`src/rtl/seg7_pkg.sv`:
```
// Shared constants for the 4-digit 7-segment scanner: segment table,
// off patterns and register-select encodings.
package seg7_pkg;

  localparam int NUM_DIGITS = 4;

  localparam logic [7:0] SEG_OFF = 8'hFF;
  localparam logic [3:0] SEL_OFF = 4'hF;

  localparam logic REG_VALUE = 1'b0;
  localparam logic REG_CTRL  = 1'b1;

  // Active-low {dp, g..a} per hex nibble; entry 0 is the rightmost element.
  localparam logic [15:0][7:0] HEX_SEG = {
    8'h8E, 8'h86, 8'hA1, 8'hC6, 8'h83, 8'h88, 8'h90, 8'h80,
    8'hF8, 8'h82, 8'h92, 8'h99, 8'hB0, 8'hA4, 8'hF9, 8'hC0
  };

endpackage

```
`src/rtl/seg7_decode.sv`:
```
// Hex nibble plus decimal point to active-low 7-segment pattern.
module seg7_decode
  import seg7_pkg::*;
(
  input  logic [3:0] nibble_i,
  input  logic       dp_i,
  output logic [7:0] seg_o
);

  assign seg_o = {~dp_i, HEX_SEG[nibble_i][6:0]};

endmodule

```
`src/rtl/seg7_scanner.sv`:
```
// Memory-mapped 4-digit display scanner: VALUE/CTRL registers, prescaled
// digit rotor with a dead cycle at the start of each slot, registered outputs.
module seg7_scanner
  import seg7_pkg::*;
#(
  parameter int unsigned SCAN_DIV   = 50000,
  parameter bit          ACTIVE_LOW = 1'b1
) (
  input  logic        clk,
  input  logic        reset,
  input  logic        we,
  input  logic        wsel,
  input  logic [15:0] wdata,
  output logic [15:0] rdata,
  output logic [3:0]  disp_sel,
  output logic [7:0]  disp_dig
);

  localparam logic [15:0] CNT_LAST = 16'(SCAN_DIV - 1);
  localparam logic [3:0]  SEL_IDLE = ACTIVE_LOW ? SEL_OFF : ~SEL_OFF;
  localparam logic [7:0]  DIG_IDLE = ACTIVE_LOW ? SEG_OFF : ~SEG_OFF;

  logic [15:0] value_q, value_d;
  logic [7:0]  ctrl_q, ctrl_d;
  logic [15:0] cnt_q, cnt_d;
  logic [1:0]  idx_q, idx_d;
  logic [3:0]  sel_q, sel_d;
  logic [7:0]  dig_q, dig_d;

  logic [3:0]  digit_onehot;
  logic [3:0]  nibble;
  logic        dp_on;
  logic        blank;
  logic [7:0]  seg_raw;
  logic [3:0]  sel_raw;
  logic [7:0]  dig_raw;

  always_comb begin
    value_d = value_q;
    ctrl_d  = ctrl_q;
    cnt_d   = cnt_q + 16'd1;
    idx_d   = idx_q;
    if (we) begin
      if (wsel == REG_CTRL) ctrl_d = wdata[7:0];
      else                  value_d = wdata;
    end
    if (cnt_q == CNT_LAST) begin
      cnt_d = '0;
      idx_d = idx_q + 2'd1;
    end
  end

  // Outputs are computed from the post-edge slot position so the driven
  // digit lines up with the counter phase it belongs to.
  generate
    for (genvar gi = 0; gi < NUM_DIGITS; gi++) begin : g_sel
      assign digit_onehot[gi] = (idx_d == 2'(gi));
    end
  endgenerate

  assign nibble = value_q[{idx_d, 2'b00} +: 4];
  assign dp_on  = ctrl_q[{1'b1, idx_d}];
  assign blank  = ctrl_q[{1'b0, idx_d}];

  seg7_decode u_decode (
    .nibble_i (nibble),
    .dp_i     (dp_on),
    .seg_o    (seg_raw)
  );

  always_comb begin
    sel_raw = SEL_OFF;
    dig_raw = SEG_OFF;
    if (cnt_d != 16'd0 && !blank) begin
      sel_raw = ~digit_onehot;
      dig_raw = seg_raw;
    end
    sel_d = ACTIVE_LOW ? sel_raw : ~sel_raw;
    dig_d = ACTIVE_LOW ? dig_raw : ~dig_raw;
  end

  always_ff @(posedge clk) begin
    if (reset) begin
      value_q <= '0;
      ctrl_q  <= '0;
      cnt_q   <= '0;
      idx_q   <= '0;
      sel_q   <= SEL_IDLE;
      dig_q   <= DIG_IDLE;
    end else begin
      value_q <= value_d;
      ctrl_q  <= ctrl_d;
      cnt_q   <= cnt_d;
      idx_q   <= idx_d;
      sel_q   <= sel_d;
      dig_q   <= dig_d;
    end
  end

  assign rdata    = (wsel == REG_CTRL) ? {8'h00, ctrl_q} : value_q;
  assign disp_sel = sel_q;
  assign disp_dig = dig_q;

endmodule

```
`config.mk`:
```
export PLATFORM = sky130hd
export DESIGN_NAME = seg7_scanner
export DESIGN_NICKNAME = d
export VERILOG_FILES = /design/src/rtl/seg7_pkg.sv /design/src/rtl/seg7_decode.sv /design/src/rtl/seg7_scanner.sv
export SDC_FILE = /design/constraint.sdc
export NUM_CORES = 1
export LEC_CHECK = 0
export ABC_AREA = 1
export BUFFER_PORTS_ARGS = -buffer_cell sky130_fd_sc_hd__buf_2
export CAP_MARGIN = 20
export CORE_ASPECT_RATIO = 0.5
export CORE_UTILIZATION = 49
export CTS_BUF_LIST = sky130_fd_sc_hd__clkbuf_4 sky130_fd_sc_hd__clkbuf_8
export DETAILED_ROUTE_END_ITERATION = 7
export PLACE_DENSITY = 0.83
export SLEW_MARGIN = 20
export SYNTH_ARGS = -nofsm -noshare
export SYNTH_HDL_FRONTEND = slang
export SYNTH_SLANG_ARGS = --single-unit
```
`constraint.sdc`:
```
create_clock -name clk -period 2.4 [get_ports clk]
set_input_delay 0.12 -clock clk [delete_from_list [all_inputs] [get_ports clk]]
set_output_delay 0.12 -clock clk [all_outputs]
set_load 0.05 [all_outputs]
```
### Word-level counts from Yosys, hierarchy flattened

Memories as Yosys holds them, arrays and structs flattened. A register that Yosys moved wholly into a read port is not among the register bits.
Index checks and enable logic that the tools add are counted.

* output and inout bits: 28
* bits in registers: 54
* memory bits (read-only): 128
* word-level logic and storage cells: 36
* memories kept: 1
* input port bits: 20

* equality and inequality tests: 4
* bitwise operators: 4
* multiplexer cells: 8
* $add $sub $neg: 2
* reduce and logical (&&, ||, !) cells: 7
* shifts and indexed selects: 1
* magnitude comparators: 3

Memory list
* (name not given): depth 16, width 8, read ports 1, clocked after Yosys merged registers in 1, wr ports 0, RTL line seg7_decode.sv:10 `assign seg_o = {~dp_i, HEX_SEG[nibble_i][6:0]};`

Operators by type and width (number)
* $mux W16: 2
* $add A16 B1 Y16 const B: 1
* $eq A16 B16 Y1 const B: 1
* $reduce_bool A16 Y1: 1
* $shiftx A16 B5 Y4: 1
* $mux W7: 1
* $lt A4 B5 Y1 const B: 1
* $bmux W1 S2: 2
* $eq A2 B2 Y1 const B: 2
* $lt A2 B4 Y1 const B: 1
* $lt A3 B4 Y1 const B: 1
* $not A4 Y4: 1
* $reduce_and A2 Y1: 2
* $not A1 Y1: 3
* $add A2 B1 Y2 const B: 1
* $eq A2 B1 Y1 const B: 1
* $logic_not A2 Y1: 1
* $mux W1: 2
* $mux W2: 1
* $reduce_or A2 Y1: 1
* $logic_and A1 B1 Y1: 1
* $logic_not A1 Y1: 1

### Depth between registers and ports, before layout

* depth after elaboration: 8
* mapped depth: 19
* mapped depth without buffers: 18

### Modules after synthesis

From an unflattened synthesis, not the netlist that was laid out.

* cells, all modules: 439
* area, all modules: 2861.5 um^2

Modules (own cells, without submodules)
* seg7_scanner: area each 2583.7 um^2, seq. area each 1081.0 um^2, cells each 389, instances 1
* seg7_decode: area each 277.8 um^2, seq. area each 0.0 um^2, cells each 50, instances 1

### Worst setup path before layout

No wires, ideal clock.

* path kind: reg2reg
* from: register cnt_q[0]
* to: register dig_q[3], in the netlist disp_dig[3]
* slack: 116 ps
* required time: 2281 ps
* library setup time: 119 ps
* arrival time: 2165 ps
* cell stages (with the launch flop): 16
* cell sequence: dfxtp_1 > ha_1 > nand3_2 > nor2_1 > nand3_4 > nand2_4 > buf_6 > nand2_1 > nand2_1 > nand2_1 > nand2_2 > inv_1 > ha_1 > nand3_1 > nand3_1 > nand3_2

* longest elaborated chain between the ends: 8
* elaborated cells between the ends (all ways): 12
* those cells by class: add/sub: 1; eq/ne: 1; shift: 1; mux: 4; bitwise: 1; reduce/logical: 4

Ends and longest elaborated chain
* start, declared: RTL line seg7_scanner.sv:25 `logic [15:0] cnt_q, cnt_d;`
* start signal, assigned: RTL line seg7_scanner.sv:93 `cnt_q <= cnt_d;`
* branches (longest 8 deep; another with $add A16 B1 Y16)
* end, declared: RTL line seg7_scanner.sv:28 `logic [7:0] dig_q, dig_d;`

Parallel ways; which one is timed is not known. The select of a mux whose other input is x is not followed.
A chain may end at the register's enable or synchronous reset.

### Worst setup path in the final report

* from: register cnt_q[1]
* to: register dig_q[4], in the netlist disp_dig[4]

Same word-level chain as after synthesis.

==> flow_summary.yaml <==
global_routing:
  met2_usage: 0.338
  gr-usage-met1: 0.314
  grt_usage: 0.228
  antenna_found_initial: 0
  grt_pass1_wl_mm: 11.3
  grt-ovfl-total: 0
  grt_max_degree: 26
  met3_usage: 0.0475
  top_usage_layer: "met2"
  grt_pass1_vias: 2468
power_and_ir_drop:
  cellPowerDensity_nw_per_um2: 583
  leakage_nw: 1.56
  irDropWorstVdd_mv: 0.338
timing:
  drv_slew: 0
  tns_ns: 0
  setup_viol: 0
  finalClockSkew_ns: 0.00709
  layout_setup_ws_ns: 0.177
  fmaxAchievable_mhz: 450
  min_period_ns: 2.22
  slew_headroom: 0.751
  tightest_slew_ns: 0.374
  min_period_over_period: 0.926
  rsz0062_at_grt: "false"
  hold_viol: 0
clock_network:
  cts-root-buf: "clkbuf_8"
  hold_buffers: 0
  tritoncts: "yes"
  postCtsSetupRepairBufs: 0
  path_clk_slew_ns: 0.09
  clock-sinks: 54
  htreeDepth: 2
  clk_latency_ns: 0.32
  cts_buffer_depth: 2
  cts-buffers-inserted: 5
detailed_routing:
  ant_nets: 0
  drtIter0Drc: 129
  wirelength_mm: 6.62
  dr.pass1.iters: 4
  drc_errors: 0
  wl_per_cell_um: 12.0
  vias: 2832
  routed_via_density: 5.15
die:
  die_h_um: 56.5
  ios: 48
  fp.coreArea_um2: 5590
  die-area_um2: 6260
  die_x_um: 111
  rows: 19
  initial_utilization: 0.520
placement:
  hpwl_mm: 5.03
  place_area_um2: 3230
  place_congestion: 0.861
  pre_cts_ws_ns: 0.0394
  io_buffers: 47
finish:
  stdcell_area_um2: 3380
  area_growth_pct: 16.2
  num_antenna_cells: 0
  layout_common_cells: "99 x nand2_1, 76 x nor2_1, 52 x dfxtp_1"
  drive_above_1_share: 0.229
  layout_commonest_cell: "nand2_1"
  nets: 504
worst_setup_path:
  worstSetupPathType: "flip-flop to flip-flop"
  path_buf_inv: 3
  slowest_delay_ns: 0.38
  worstPathArrival_ns: 2.44
  crit_top_cell: "nor2_2"
  worstPathRequired_ns: 2.61
  r2r_slack_ns: 0.18
  cp_top_family: "simple AND/OR/NAND/NOR gates"
  end_kind: "flip-flop"
  crit_slowest_cell: "dfxtp_1"
  crit_path_cell_trace: "ha_4 -> nand3_4 -> nor2_2 -> nand2_2 -> nand2_4 -> nand2_4 -> buf_4 -> nand3_2 -> nand2_1 -> nor2_2 -> inv_1 -> nor2_2 -> buf_12 -> nand3_1"
  worstPathMaxFanout: 11
  critPathLaunchType: "flip-flop"
yosys:
  yosysWarnings: 0
  syn_nets: 455
  ys_types: 28
  syn_area_per_cell_um2: 6.79
  synth_cells: 428
  ys_seq_area_frac: 0.372
  syn_area_um2: 2910
  synth-seq-cells: 54
run:
  drv_cap: 0
outcome:
  status: "finished, final reports clean"
min_path:
  hold_path_class: "input port to flip-flop"
-- cell families after synthesis --
family,count (synthesis),synth area share
DFF,54,0.372
buffers and inverters,54,0.0758
AOI/OAI and AO/OA,46,0.0809
and+or+nand+nor,263,0.429
adders and majority gates,7,0.0301
xor gates and xnor gates,4,0.0121
-- synthesized netlist by cell type, drive strengths merged --
master	number	area [µm²]
clkinv	1	3.75
buf	2	22.5
o21ai	31	155
nand4	6	37.5
o21bai	2	15.0
nand2	113	479
nor3	1	5.00
inv	42	160
clkbuf	9	33.8
xor2	2	17.5
and3	1	6.26
xnor2	2	17.5
nor2	86	350
nand3	53	348
ha	7	87.6
a21oi	13	65.1
nand3b	2	15.0
or2	1	6.26
dfxtp	54	1080
-- per-layer routing --
metal	share of wire	up-vias
met4	0.024	0
met5	0	-
met2	0.43	80
met3	0.058	14
met1	0.48	1280
li1	-	1458
-- layout make-up --
| type | instances | area (µm²) |
|---|---|---|
| Fill cell | 521 | 2210 |
| Tap cell | 73 | 91.3 |
| Clock buffer | 5 | 68.8 |
| Timing Repair Buffer | 53 | 293 |
| Inverter | 43 | 164 |
| Clock inverter | 2 | 38.8 |
| Multi-Input combinational cell | 320 | 1640 |
| Sequential cell | 54 | 1080 |
-- through the flow --
step | cells | util | hold slack, ns | power, W
3_5_place_dp | 543 | 0.579 | 0.390 | 0.00137
3_3_place_gp | 543 | 0.579 | 0.386 | 0.00136
2_1_floorplan | 428 | - | 0.287 | 0.00127
5_1_grt | 550 | 0.604 | 0.0707 | 0.00206
6_report | 550 | 0.604 | 0.0522 | 0.00197
4_1_cts | 550 | 0.598 | 0.0445 | 0.00197
-- worst min-delay path, cell delays in order --
cell,delay [ns]
buf_2,0.08
o21ai_0,0.07
nor2_1,0.08
-- worst paths after layout --
path,from,end,depth (start not counted)
max reg2reg,cnt_q[1]$_SDFF_PP0_,disp_dig[4]$_SDFF_PP1_,14
min reg2reg,value_q[11]$_SDFFE_PP0P_,value_q[11]$_SDFFE_PP0P_,2
min,wdata[7],value_q[7]$_SDFFE_PP0P_,3
max,cnt_q[1]$_SDFF_PP0_,disp_dig[4]$_SDFF_PP1_,14
-- registers in the layout, summed over array words and instances (netlist names) --
| signal | count |
|---|---|
| idx_q | 2 |
| disp_dig | 8 |
| disp_sel | 4 |
| cnt_q | 16 |
| value_q | 16 |
| ctrl_q | 8 |
-- report_power, final --
group	switching [W]	internal [W]
combinational	0.000267	0.000110
clock	0.000310	0.000307
sequential	0.0000292	0.000945
-- timing repair --
| action | 4_1_cts | 5_1_grt |
|---|---|---|
| endpoints found under the hold margin | 0 | 0 |
| endpoints found under the setup margin | 0 | 12 |
| gates resized for setup | 0 | 8 |
Power figures use the tool's default switching activity.
